<file path="config.mk">
export PLATFORM = sky130hd
export DESIGN_NAME = npu_add_tree_seq_flat
export DESIGN_NICKNAME = d
export VERILOG_FILES = /design/src/rtl/npu_add_tree_pkg.sv /design/src/rtl/npu_add_tree_seq_if.sv /design/src/rtl/npu_tag_pipe.sv /design/src/rtl/npu_add_tree_seq.sv /design/src/flat_wrapper.sv
export SDC_FILE = /design/constraint.sdc
export NUM_CORES = 1
export LEC_CHECK = 0
export BUFFER_PORTS_ARGS = -buffer_cell sky130_fd_sc_hd__clkbuf_2
export CORE_UTILIZATION = 25
export DETAILED_ROUTE_END_ITERATION = 12
export GPL_TIMING_DRIVEN = 0
export HOLD_SLACK_MARGIN = 0.1
export PLACE_DENSITY = 0.41
export REMOVE_ABC_BUFFERS = 1
export SLEW_MARGIN = 20
export SYNTH_ARGS = -nofsm -noshare
export SYNTH_HDL_FRONTEND = slang
export SYNTH_SLANG_ARGS = --single-unit
export TNS_END_PERCENT = 20
</file>
<file path="constraint.sdc">
create_clock -name clk -period 3.5 [get_ports clk]
set_input_delay 0.175 -clock clk [delete_from_list [all_inputs] [get_ports clk]]
set_output_delay 0.175 -clock clk [all_outputs]
set_load 0.02 [all_outputs]
</file>
<file path="src/rtl/npu_add_tree_pkg.sv">
// rtl/npu_add_tree_pkg.sv - shared widths and state encoding for the add-tree sequencer
package npu_add_tree_pkg;
  localparam int DWA      = 8;
  localparam int MAC_NUM  = 8;
  localparam int DWOUPUT  = 19;
  localparam int DWACC    = 28;
  localparam int LENW     = 12;
  localparam int TREE_LAT = 3;
  localparam int DW_LANES = DWA * MAC_NUM;

  typedef enum logic [1:0] {
    IDLE  = 2'd0,
    RUN   = 2'd1,
    DRAIN = 2'd2,
    DONE  = 2'd3
  } state_t;
endpackage

</file>
<file path="src/rtl/npu_add_tree_seq_if.sv">
// rtl/npu_add_tree_seq_if.sv - job, operand, tree and result signals of the sequencer
interface npu_add_tree_seq_if;
  import npu_add_tree_pkg::*;

  logic                start;
  logic [LENW-1:0]     k_len;
  logic                is_signed_in;
  logic                abort;
  logic                in_valid;
  logic                in_ready;
  logic [DW_LANES-1:0] in_data;
  logic [DW_LANES-1:0] in_para;
  logic [DW_LANES-1:0] tree_data;
  logic [DW_LANES-1:0] tree_para;
  logic                tree_is_signed;
  logic                tree_vld_o;
  logic [DWOUPUT-1:0]  tree_result_i;
  logic                res_valid;
  logic                res_ready;
  logic [DWACC-1:0]    res_data;
  logic                busy;

  modport master (
    output start, k_len, is_signed_in, abort, in_valid, in_data, in_para,
           tree_result_i, res_ready,
    input  in_ready, tree_data, tree_para, tree_is_signed, tree_vld_o,
           res_valid, res_data, busy
  );

  modport slave (
    input  start, k_len, is_signed_in, abort, in_valid, in_data, in_para,
           tree_result_i, res_ready,
    output in_ready, tree_data, tree_para, tree_is_signed, tree_vld_o,
           res_valid, res_data, busy
  );
endinterface

</file>
<file path="src/rtl/npu_tag_pipe.sv">
// rtl/npu_tag_pipe.sv - tracks live beats through the fixed-latency tree
module npu_tag_pipe #(
  parameter int DEPTH = 3
) (
  input  logic clk,
  input  logic rst_n,
  input  logic clr,
  input  logic in_tag,
  output logic tail,
  output logic empty
);
  logic [DEPTH-1:0] stages;

  always_ff @(posedge clk or negedge rst_n) begin
    if (!rst_n) begin
      stages <= '0;
    end else if (clr) begin
      stages <= '0;
    end else begin
      stages <= {stages[DEPTH-2:0], in_tag};
    end
  end

  // empty means no tag is still travelling ahead of the tail stage
  assign tail  = stages[DEPTH-1];
  assign empty = ~|stages[DEPTH-2:0];
endmodule

</file>
<file path="src/rtl/npu_add_tree_seq.sv">
// rtl/npu_add_tree_seq.sv - K-beat dot-product job sequencer around the 8-lane add tree
module npu_add_tree_seq
  import npu_add_tree_pkg::*;
(
  input  logic               clk,
  input  logic               rst_n,
  npu_add_tree_seq_if.slave  bus
);
  state_t           state;
  logic [LENW-1:0]  k_len_r;
  logic [LENW-1:0]  beat_cnt;
  logic [DWACC-1:0] acc;
  logic [DWACC-1:0] acc_next;
  logic [DWACC-1:0] tree_ext;
  logic             tag_tail;
  logic             tag_empty;
  logic             accept;
  logic             last_beat;
  logic             drain_done;

  npu_tag_pipe #(.DEPTH(TREE_LAT)) u_tag_pipe (
    .clk    (clk),
    .rst_n  (rst_n),
    .clr    (bus.abort),
    .in_tag (bus.tree_vld_o),
    .tail   (tag_tail),
    .empty  (tag_empty)
  );

  assign accept     = bus.in_valid && bus.in_ready;
  assign last_beat  = accept && (beat_cnt == (k_len_r - LENW'(1)));
  assign tree_ext   = {{(DWACC-DWOUPUT){bus.tree_is_signed & bus.tree_result_i[DWOUPUT-1]}},
                       bus.tree_result_i};
  assign acc_next   = tag_tail ? (acc + tree_ext) : acc;
  // the final tag may still sit at the tail; it is folded in on the DONE entry edge
  assign drain_done = (state == DRAIN) && !bus.tree_vld_o && tag_empty;
  assign bus.busy   = (state != IDLE);

  always_ff @(posedge clk or negedge rst_n) begin
    if (!rst_n) begin
      state              <= IDLE;
      k_len_r            <= '0;
      beat_cnt           <= '0;
      acc                <= '0;
      bus.in_ready       <= 1'b0;
      bus.tree_data      <= '0;
      bus.tree_para      <= '0;
      bus.tree_is_signed <= 1'b0;
      bus.tree_vld_o     <= 1'b0;
      bus.res_valid      <= 1'b0;
      bus.res_data       <= '0;
    end else if (bus.abort) begin
      state          <= IDLE;
      beat_cnt       <= '0;
      acc            <= '0;
      bus.in_ready   <= 1'b0;
      bus.tree_vld_o <= 1'b0;
      bus.res_valid  <= 1'b0;
    end else begin
      acc            <= acc_next;
      bus.tree_vld_o <= 1'b0;
      case (state)
        IDLE: begin
          if (bus.start) begin
            k_len_r            <= bus.k_len;
            beat_cnt           <= '0;
            acc                <= '0;
            bus.tree_is_signed <= bus.is_signed_in;
            if (bus.k_len == '0) begin
              state         <= DONE;
              bus.res_data  <= '0;
              bus.res_valid <= 1'b1;
            end else begin
              state        <= RUN;
              bus.in_ready <= 1'b1;
            end
          end
        end
        RUN: begin
          if (accept) begin
            bus.tree_data  <= bus.in_data;
            bus.tree_para  <= bus.in_para;
            bus.tree_vld_o <= 1'b1;
            beat_cnt       <= beat_cnt + LENW'(1);
            if (last_beat) begin
              state        <= DRAIN;
              bus.in_ready <= 1'b0;
            end
          end
        end
        DRAIN: begin
          if (drain_done) begin
            state         <= DONE;
            bus.res_data  <= acc_next;
            bus.res_valid <= 1'b1;
          end
        end
        DONE: begin
          if (bus.res_ready) begin
            state         <= IDLE;
            bus.res_valid <= 1'b0;
          end
        end
        default: state <= IDLE;
      endcase
    end
  end
endmodule

</file>
<file path="src/flat_wrapper.sv">
// flat-port wrapper written by rule: the top's interface ports become plain ports
module npu_add_tree_seq_flat import npu_add_tree_pkg::*;
  (clk, rst_n, bus_start, bus_k_len, bus_is_signed_in, bus_abort, bus_in_valid, bus_in_data, bus_in_para, bus_tree_result_i, bus_res_ready, bus_in_ready, bus_tree_data, bus_tree_para, bus_tree_is_signed, bus_tree_vld_o, bus_res_valid, bus_res_data, bus_busy);
  npu_add_tree_seq_if bus_i ();
  input  logic clk;
  input  logic rst_n;
  input wire logic [$bits(bus_i.start)-1:0] bus_start;
  input wire logic [$bits(bus_i.k_len)-1:0] bus_k_len;
  input wire logic [$bits(bus_i.is_signed_in)-1:0] bus_is_signed_in;
  input wire logic [$bits(bus_i.abort)-1:0] bus_abort;
  input wire logic [$bits(bus_i.in_valid)-1:0] bus_in_valid;
  input wire logic [$bits(bus_i.in_data)-1:0] bus_in_data;
  input wire logic [$bits(bus_i.in_para)-1:0] bus_in_para;
  input wire logic [$bits(bus_i.tree_result_i)-1:0] bus_tree_result_i;
  input wire logic [$bits(bus_i.res_ready)-1:0] bus_res_ready;
  output wire logic [$bits(bus_i.in_ready)-1:0] bus_in_ready;
  output wire logic [$bits(bus_i.tree_data)-1:0] bus_tree_data;
  output wire logic [$bits(bus_i.tree_para)-1:0] bus_tree_para;
  output wire logic [$bits(bus_i.tree_is_signed)-1:0] bus_tree_is_signed;
  output wire logic [$bits(bus_i.tree_vld_o)-1:0] bus_tree_vld_o;
  output wire logic [$bits(bus_i.res_valid)-1:0] bus_res_valid;
  output wire logic [$bits(bus_i.res_data)-1:0] bus_res_data;
  output wire logic [$bits(bus_i.busy)-1:0] bus_busy;
  assign bus_i.start = bus_start;
  assign bus_i.k_len = bus_k_len;
  assign bus_i.is_signed_in = bus_is_signed_in;
  assign bus_i.abort = bus_abort;
  assign bus_i.in_valid = bus_in_valid;
  assign bus_i.in_data = bus_in_data;
  assign bus_i.in_para = bus_in_para;
  assign bus_i.tree_result_i = bus_tree_result_i;
  assign bus_i.res_ready = bus_res_ready;
  assign bus_in_ready = bus_i.in_ready;
  assign bus_tree_data = bus_i.tree_data;
  assign bus_tree_para = bus_i.tree_para;
  assign bus_tree_is_signed = bus_i.tree_is_signed;
  assign bus_tree_vld_o = bus_i.tree_vld_o;
  assign bus_res_valid = bus_i.res_valid;
  assign bus_res_data = bus_i.res_data;
  assign bus_busy = bus_i.busy;
  npu_add_tree_seq u_core (.clk(clk), .rst_n(rst_n), .bus(bus_i));
endmodule
</file>
==> impl_metrics.json, run 1 <==
{
  "pwr-share-clk_pct": 28.6,
  "synth-seq-area-share_pct": 53.31,
  "final_core_util_pct": 37.51,
  "hp-class": "input port to asynchronous set/reset pin",
  "netlist.area_leader.share_pct": 53.31,
  "required_ps": 3900,
  "core_um2": 39910,
  "p_leak_nw": 7.653,
  "synth-seq-cells": 217,
  "drc_errors": 0,
  "firstDrtPassIters": 4,
  "cts_made_buffers": 27,
  "rrSetupSlack_ps": 250,
  "met1_usage_pct": 21.07,
  "ys_warn_count": 0,
  "cp.arrival_ps": 3650,
  "fin_crit_sh_pct": 92.89,
  "path_class": "register to register",
  "syn_avg_cell_area_um2": 9.054,
  "synth-edff-count": 0,
  "power_density_nw_per_um2": 705.0,
  "drv_cap": 0,
  "max_freq_ghz": 0.3076,
  "die_w_um": 203.9,
  "drive_gt1_share_pct": 25.78,
  "gr-usage-met3_pct": 4.703,
  "ys_top_cells_by_area": "dfrtp_1 53%, nand2_1 16%, ha_1 3.1%",
  "fin_crit_ps": 3251,
  "worstPathMaxFanout": 3,
  "finalWirelength_um": 33360,
  "via_per_inst": 4.382,
  "crit_path_start_kind": "register",
  "drtIter0Drc": 445,
  "overflow": 0,
  "synth_top_area_cell": "dfrtp_1",
  "antenna_cells": 0,
  "fp.dieH_um": 203.9,
  "final-hold-violation-count": 0,
  "swShare_pct": 38.38,
  "fin_nets": 1783,
  "setup_viol": 0,
  "antenna_found_initial": 0,
  "setup_ws_ps": 249.0,
  "vias": 9355,
  "endpoint_kind": "register",
  "peakVddDrop_mv": 0.3882,
  "rows": 73,
  "slew_viol_final": 0,
  "final_cell_mix": "445 x nand2_1, 325 x clkbuf_2, 216 x dfrtp_1",
  "maxSlewHeadroom_pct": 45.34,
  "grt_pass1_vias": 9612,
  "dp_hpwl_um": 24050,
  "ios": 327,
  "port_buffers": 326,
  "cts.sinks": 217,
  "syn_to_final_growth_pct": 47.00,
  "place.gp.congestion": 0.7658,
  "clockBufferDepth": 3,
  "p_int_w": 0.006504,
  "worstMarginPinSlew_ps": 820.0,
  "met2_usage_pct": 25.78,
  "clock_latency_ps": 540,
  "clock-root-buffer": "clkbuf_16",
  "power_switching_w": 0.004052,
  "grt_usage_pct": 16.11,
  "synth_cell_types": 60,
  "grt_pass1_wl_um": 53140,
  "syn_inst": 1125,
  "final_antenna_net_count": 0,
  "grt.busiest_layer": "met2",
  "sequentialPowerShare_pct": 36.8,
  "htreeDepth": 1,
  "ys.flop_type": "dfrtp_1",
  "skew_ps": 14.97,
  "synthesis.area_um2": 10190,
  "status": "complete, no violations",
  "routedWlPerCell_um": 15.63,
  "synthArstFlopShare_pct": 100.0,
  "mostFrequentLayoutCell": "nand2_1",
  "grt_max_degree": 93,
  "die-area_um2": 41550,
  "tritoncts": "yes",
  "dp_slack_ps": 261.1,
  "pwr-share-comb_pct": 34.6,
  "initial_core_util_pct": 25.52,
  "path_clk_slew_ps": 60,
  "rsz0062_at_grt": "false"
}
[worst max-delay path, cell delays in order (launching register included)]
cell and delay [ps]:
dfrtp_1 380, ha_1 220, fa_1 450, a211oi_2 300, o21ai_0 200, a211oi_2 370, nor2_1 160, a221oi_2 420
mux2i_1 270, xor2_1 230, o31ai_1 110
[power groups by stage]
stage	combinational, W	sequential [W]	clock (W)
after floorplan	0.00119	0.00476	0
after global placement	0.00357	0.00389	0
after detailed placement	0.00359	0.00389	0
after CTS	0.00372	0.00388	0.00314
after global routing	0.00403	0.00400	0.00323
final	0.00366	0.00388	0.00302
[synthesized netlist by cell type (all sizes together) (3+ instances only)]
cell type,instances
a211oi,9
nor2,57
xnor2,31
mux2,14
o211ai,3
o21ai,38
ha,25
inv,13
nand3b,4
and2,6
a21oi,26
nand2,446
xor2,14
clkinv,3
mux2i,22
nand4,8
and3,10
a21o,11
nand2b,5
nor4,10
o21bai,7
or4,4
nor3b,3
nand3,20
dfrtp,217
clkbuf,42
buf,7
a31oi,7
o31ai,13
nor2b,8
nor3,9
a22oi,4
[per-layer routing]
layer	wire (µm)	part of all wire (%)
met1	14980	45
met2	15160	45
met3	2539	7.6
met4	684	2.1
met5	0	0
[through the flow]
step | instance area [µm²] | TNS [ps] | hold WS [ps] | std cells | power (W)
6_report | 14970 | 0 | 171.6 | 2135 | 0.01056
5_1_grt | 14970 | 0 | 188.7 | 2135 | 0.01126
4_1_cts | 14970 | 0 | 125.3 | 2135 | 0.01074
3_5_place_dp | 12560 | 0 | 164.5 | 1942 | 0.007482
3_3_place_gp | 12290 | -1756080 | 364.5 | 1927 | 0.007455
2_1_floorplan | 9997 | -421860 | -120.6 | 1076 | 0.005948
[path summary, 6_finish.rpt]
path                                            end               startpoint  cells past startpoint
max                         u_core.bus.res_data[22]            u_core.acc[0]                     10
min                               u_core.k_len_r[4]                    rst_n                      2
max reg2reg                 u_core.bus.res_data[22]            u_core.acc[0]                     10
min reg2reg                 u_core.bus.tree_para[2]  u_core.bus.tree_para[2]                      2
max in group asynchronous  u_core.bus.tree_para[12]                    rst_n                      4
min in group clk                      u_core.acc[1]     bus_tree_result_i[1]                      4
[cell type report]
cell class	instances	area, µm²
Multi-Input combinational cell	843	4512
Fill cell	4029	24940
Timing Repair Buffer	486	3346
Inverter	16	65.06
Clock buffer	37	803.3
Sequential cell	217	5431
Tap cell	525	656.9
Clock inverter	11	158.9
[timing repair]
| action | CTS | global route |
|---|---|---|
| setup buffers | 0 | 0 |
| hold buffers | 145 | 0 |
| endpoints found under the hold margin | 307 | 0 |
| gates resized for setup | 0 | 0 |
[cell families (layout without fill, tap and decap cells)]
family | after synthesis | count (layout) | synth area share, %
AND/OR/NAND/NOR | 599 | 599 | 24.46
XOR/XNOR | 45 | 45 | 3.869
flip-flops | 217 | 217 | 53.31
buffers and inverters | 65 | 550 | 2.444
AO/OA/AOI/OAI | 137 | 137 | 8.942
multiplexers | 36 | 36 | 3.710
adder cells (fa/ha/maj) | 26 | 26 | 3.267
[state kept, by name, summed over array words and instances, names as in the netlist, 2 cells and up]
name                      flops
u_core.k_len_r               12
u_core.bus.tree_data         64
u_core.acc                   28
u_core.state                  2
u_core.bus.tree_para         64
u_core.u_tag_pipe.stages      3
u_core.beat_cnt              12
u_core.bus.res_data          28
No activity file was read; power rests on OpenSTA's default activity.
==> run 2: changes to the inputs <==
RECOVER_POWER = 25   (was not set)
==> impl_metrics.json, run 2 (same netlist as run 1, synthesis figures left out) <==
{
  "status": "finished, violations left",
  "cp_cell_sequence": "ha_1, fa_1, a211oi_2, o21ai_0, a211oi_2, nor2_1, a221oi_2, mux2i_1, xor2_1, o31ai_1",
  "drc_errors": 0,
  "path_class": "register to register",
  "htreeDepth": 1,
  "rsz0062_at_grt": "false",
  "final_core_util_pct": 37.48,
  "fp.dieH_um": 203.9,
  "grt_pass1_vias": 9612,
  "peakVddDrop_mv": 0.3882,
  "via_per_inst": 4.381,
  "cpMaxStageDelayCell": "fa_1",
  "skew_ps": 14.96,
  "p_total_w": 0.01056,
  "antenna_found_initial": 0,
  "design_area_um2": 14960,
  "worstPathMaxFanout": 3,
  "cp.arrival_ps": 3650,
  "fin_nets": 1783,
  "reg.largest.list": "u_core.bus.tree_data: 64 flops, u_core.bus.tree_para: 64 flops",
  "syn_to_final_growth_pct": 46.89,
  "dpl-instance-area_um2": 12560,
  "dp_hpwl_um": 24050,
  "tritoncts": "yes",
  "final_cell_mix": "445 x nand2_1, 324 x clkbuf_2, 216 x dfrtp_1",
  "grt_usage_pct": 16.11,
  "p_leak_nw": 7.644,
  "required_ps": 3900,
  "finalWirelength_um": 33360,
  "final_antenna_net_count": 0,
  "maxSlewHeadroom_pct": -101.4,
  "failed_checks": "max-capacitance violations, max-slew violations",
  "drtIter0Drc": 445,
  "core_um2": 39910,
  "multi_input_comb_area_um2": 4512,
  "max_freq_ghz": 0.3076,
  "mostFrequentLayoutCell": "nand2_1",
  "hp-class": "input port to register",
  "path_buf_inv": 0,
  "port_buffers": 326,
  "power_density_nw_per_um2": 705.5,
  "fillers": 4030,
  "endpoint_kind": "register",
  "fin_crit_ps": 3251,
  "clock-root-buffer": "clkbuf_16",
  "setup_viol": 0,
  "rows": 73,
  "slew_viol_final": 47,
  "path_clk_slew_ps": 60,
  "crit_top_cell": "a211oi_2",
  "ctsResizeCount": 0,
  "cts.sinks": 217,
  "drv_cap": 1,
  "worstMarginPinSlew_ps": 3021,
  "die_w_um": 203.9,
  "place.gp.congestion": 0.7658,
  "grt_pass1_wl_um": 53140,
  "die-area_um2": 41550,
  "routedWlPerCell_um": 15.62,
  "firstDrtPassIters": 4,
  "cts_made_buffers": 27,
  "fin_crit_sh_pct": 92.89,
  "whs_ps": 171.8,
  "initial_core_util_pct": 25.52,
  "cp_top_family": "compound AO/OA/AOI/OAI gates",
  "crit_path_start_kind": "register",
  "fin_setup_tns_ps": 0,
  "overflow": 0,
  "final-hold-violation-count": 0,
  "clock_latency_ps": 540,
  "slowest_delay_ps": 450,
  "seq_area_um2": 5431,
  "ios": 327,
  "clockBufferDepth": 3,
  "drive_gt1_share_pct": 25.65,
  "grt_max_degree": 93,
  "vias": 9354,
  "antenna_cells": 0
}
[run 2: cell counts in the layout (fill, tap and decap cells not counted)]
Identical to the previous run, type by type.
[run 2: path summary, 6_finish.rpt]
kind / start / to / slack [ps] / depth (start not counted)
setup / recovery: u_core.acc[0] / u_core.bus.res_data[22] / 250 / 10
hold / removal: bus_tree_result_i[1] / u_core.acc[1] / 170 / 4
setup reg to reg: u_core.acc[0] / u_core.bus.res_data[22] / 250 / 10
hold reg to reg: u_core.bus.tree_para[2] / u_core.bus.tree_para[2] / 470 / 2
max in group asynchronous: rst_n / u_core.bus.tree_para[24] / 580 / 2
min in group asynchronous: rst_n / u_core.k_len_r[4] / 1200 / 2
[run 2: metrics by stage]
stage                     std cells  setup WS, ps
after floorplan                1076         -3373
final                          2135         249.0
after CTS                      2135         229.7
after global placement         1927         -9034
after detailed placement       1942         261.1
after global routing           2135         74.47
[run 2: worst reg2reg max path, stage by stage (launching register included)]
cell      delay, ps
dfrtp_1         380
ha_1            220
fa_1            450
a211oi_2        300
o21ai_0         200
a211oi_2        370
nor2_1          160
a221oi_2        420
mux2i_1         270
xor2_1          230
o31ai_1         110
[run 2: layer usage]
metal	vias to the layer above	wire, µm	global-route usage [%]
met5	-	0	0
met1	4371	14980	21.07
met3	41	2539	4.703
met2	268	15160	25.78
li1	4674	-	-
met4	0	684	4.404
[run 2: area by class of cell]
cell class / count / area share (%)
repair buffers: 486 / 22.29
clock buffers: 37 / 5.369
flip-flops and latches: 217 / 36.30
well taps: 525 / 4.390
clock inverters: 11 / 1.062
inverters: 16 / 0.4349
multi-input cells: 843 / 30.16
[run 2: where the power goes]
part | internal [W] | switching, W | leakage [nW]
logic | 0.00128 | 0.00238 | 4.33
registers | 0.00334 | 0.000545 | 2.83
clock network | 0.00189 | 0.00113 | 0.483
total | 0.00650 | 0.00405 | 7.64
[run 2: what timing repair did]
item / 4_1_cts / 5_1_grt
hold endpoints to repair: 307 / 0
hold buffers: 145 / 0
setup buffers: 0 / 0
setup endpoints to repair: 0 / 0
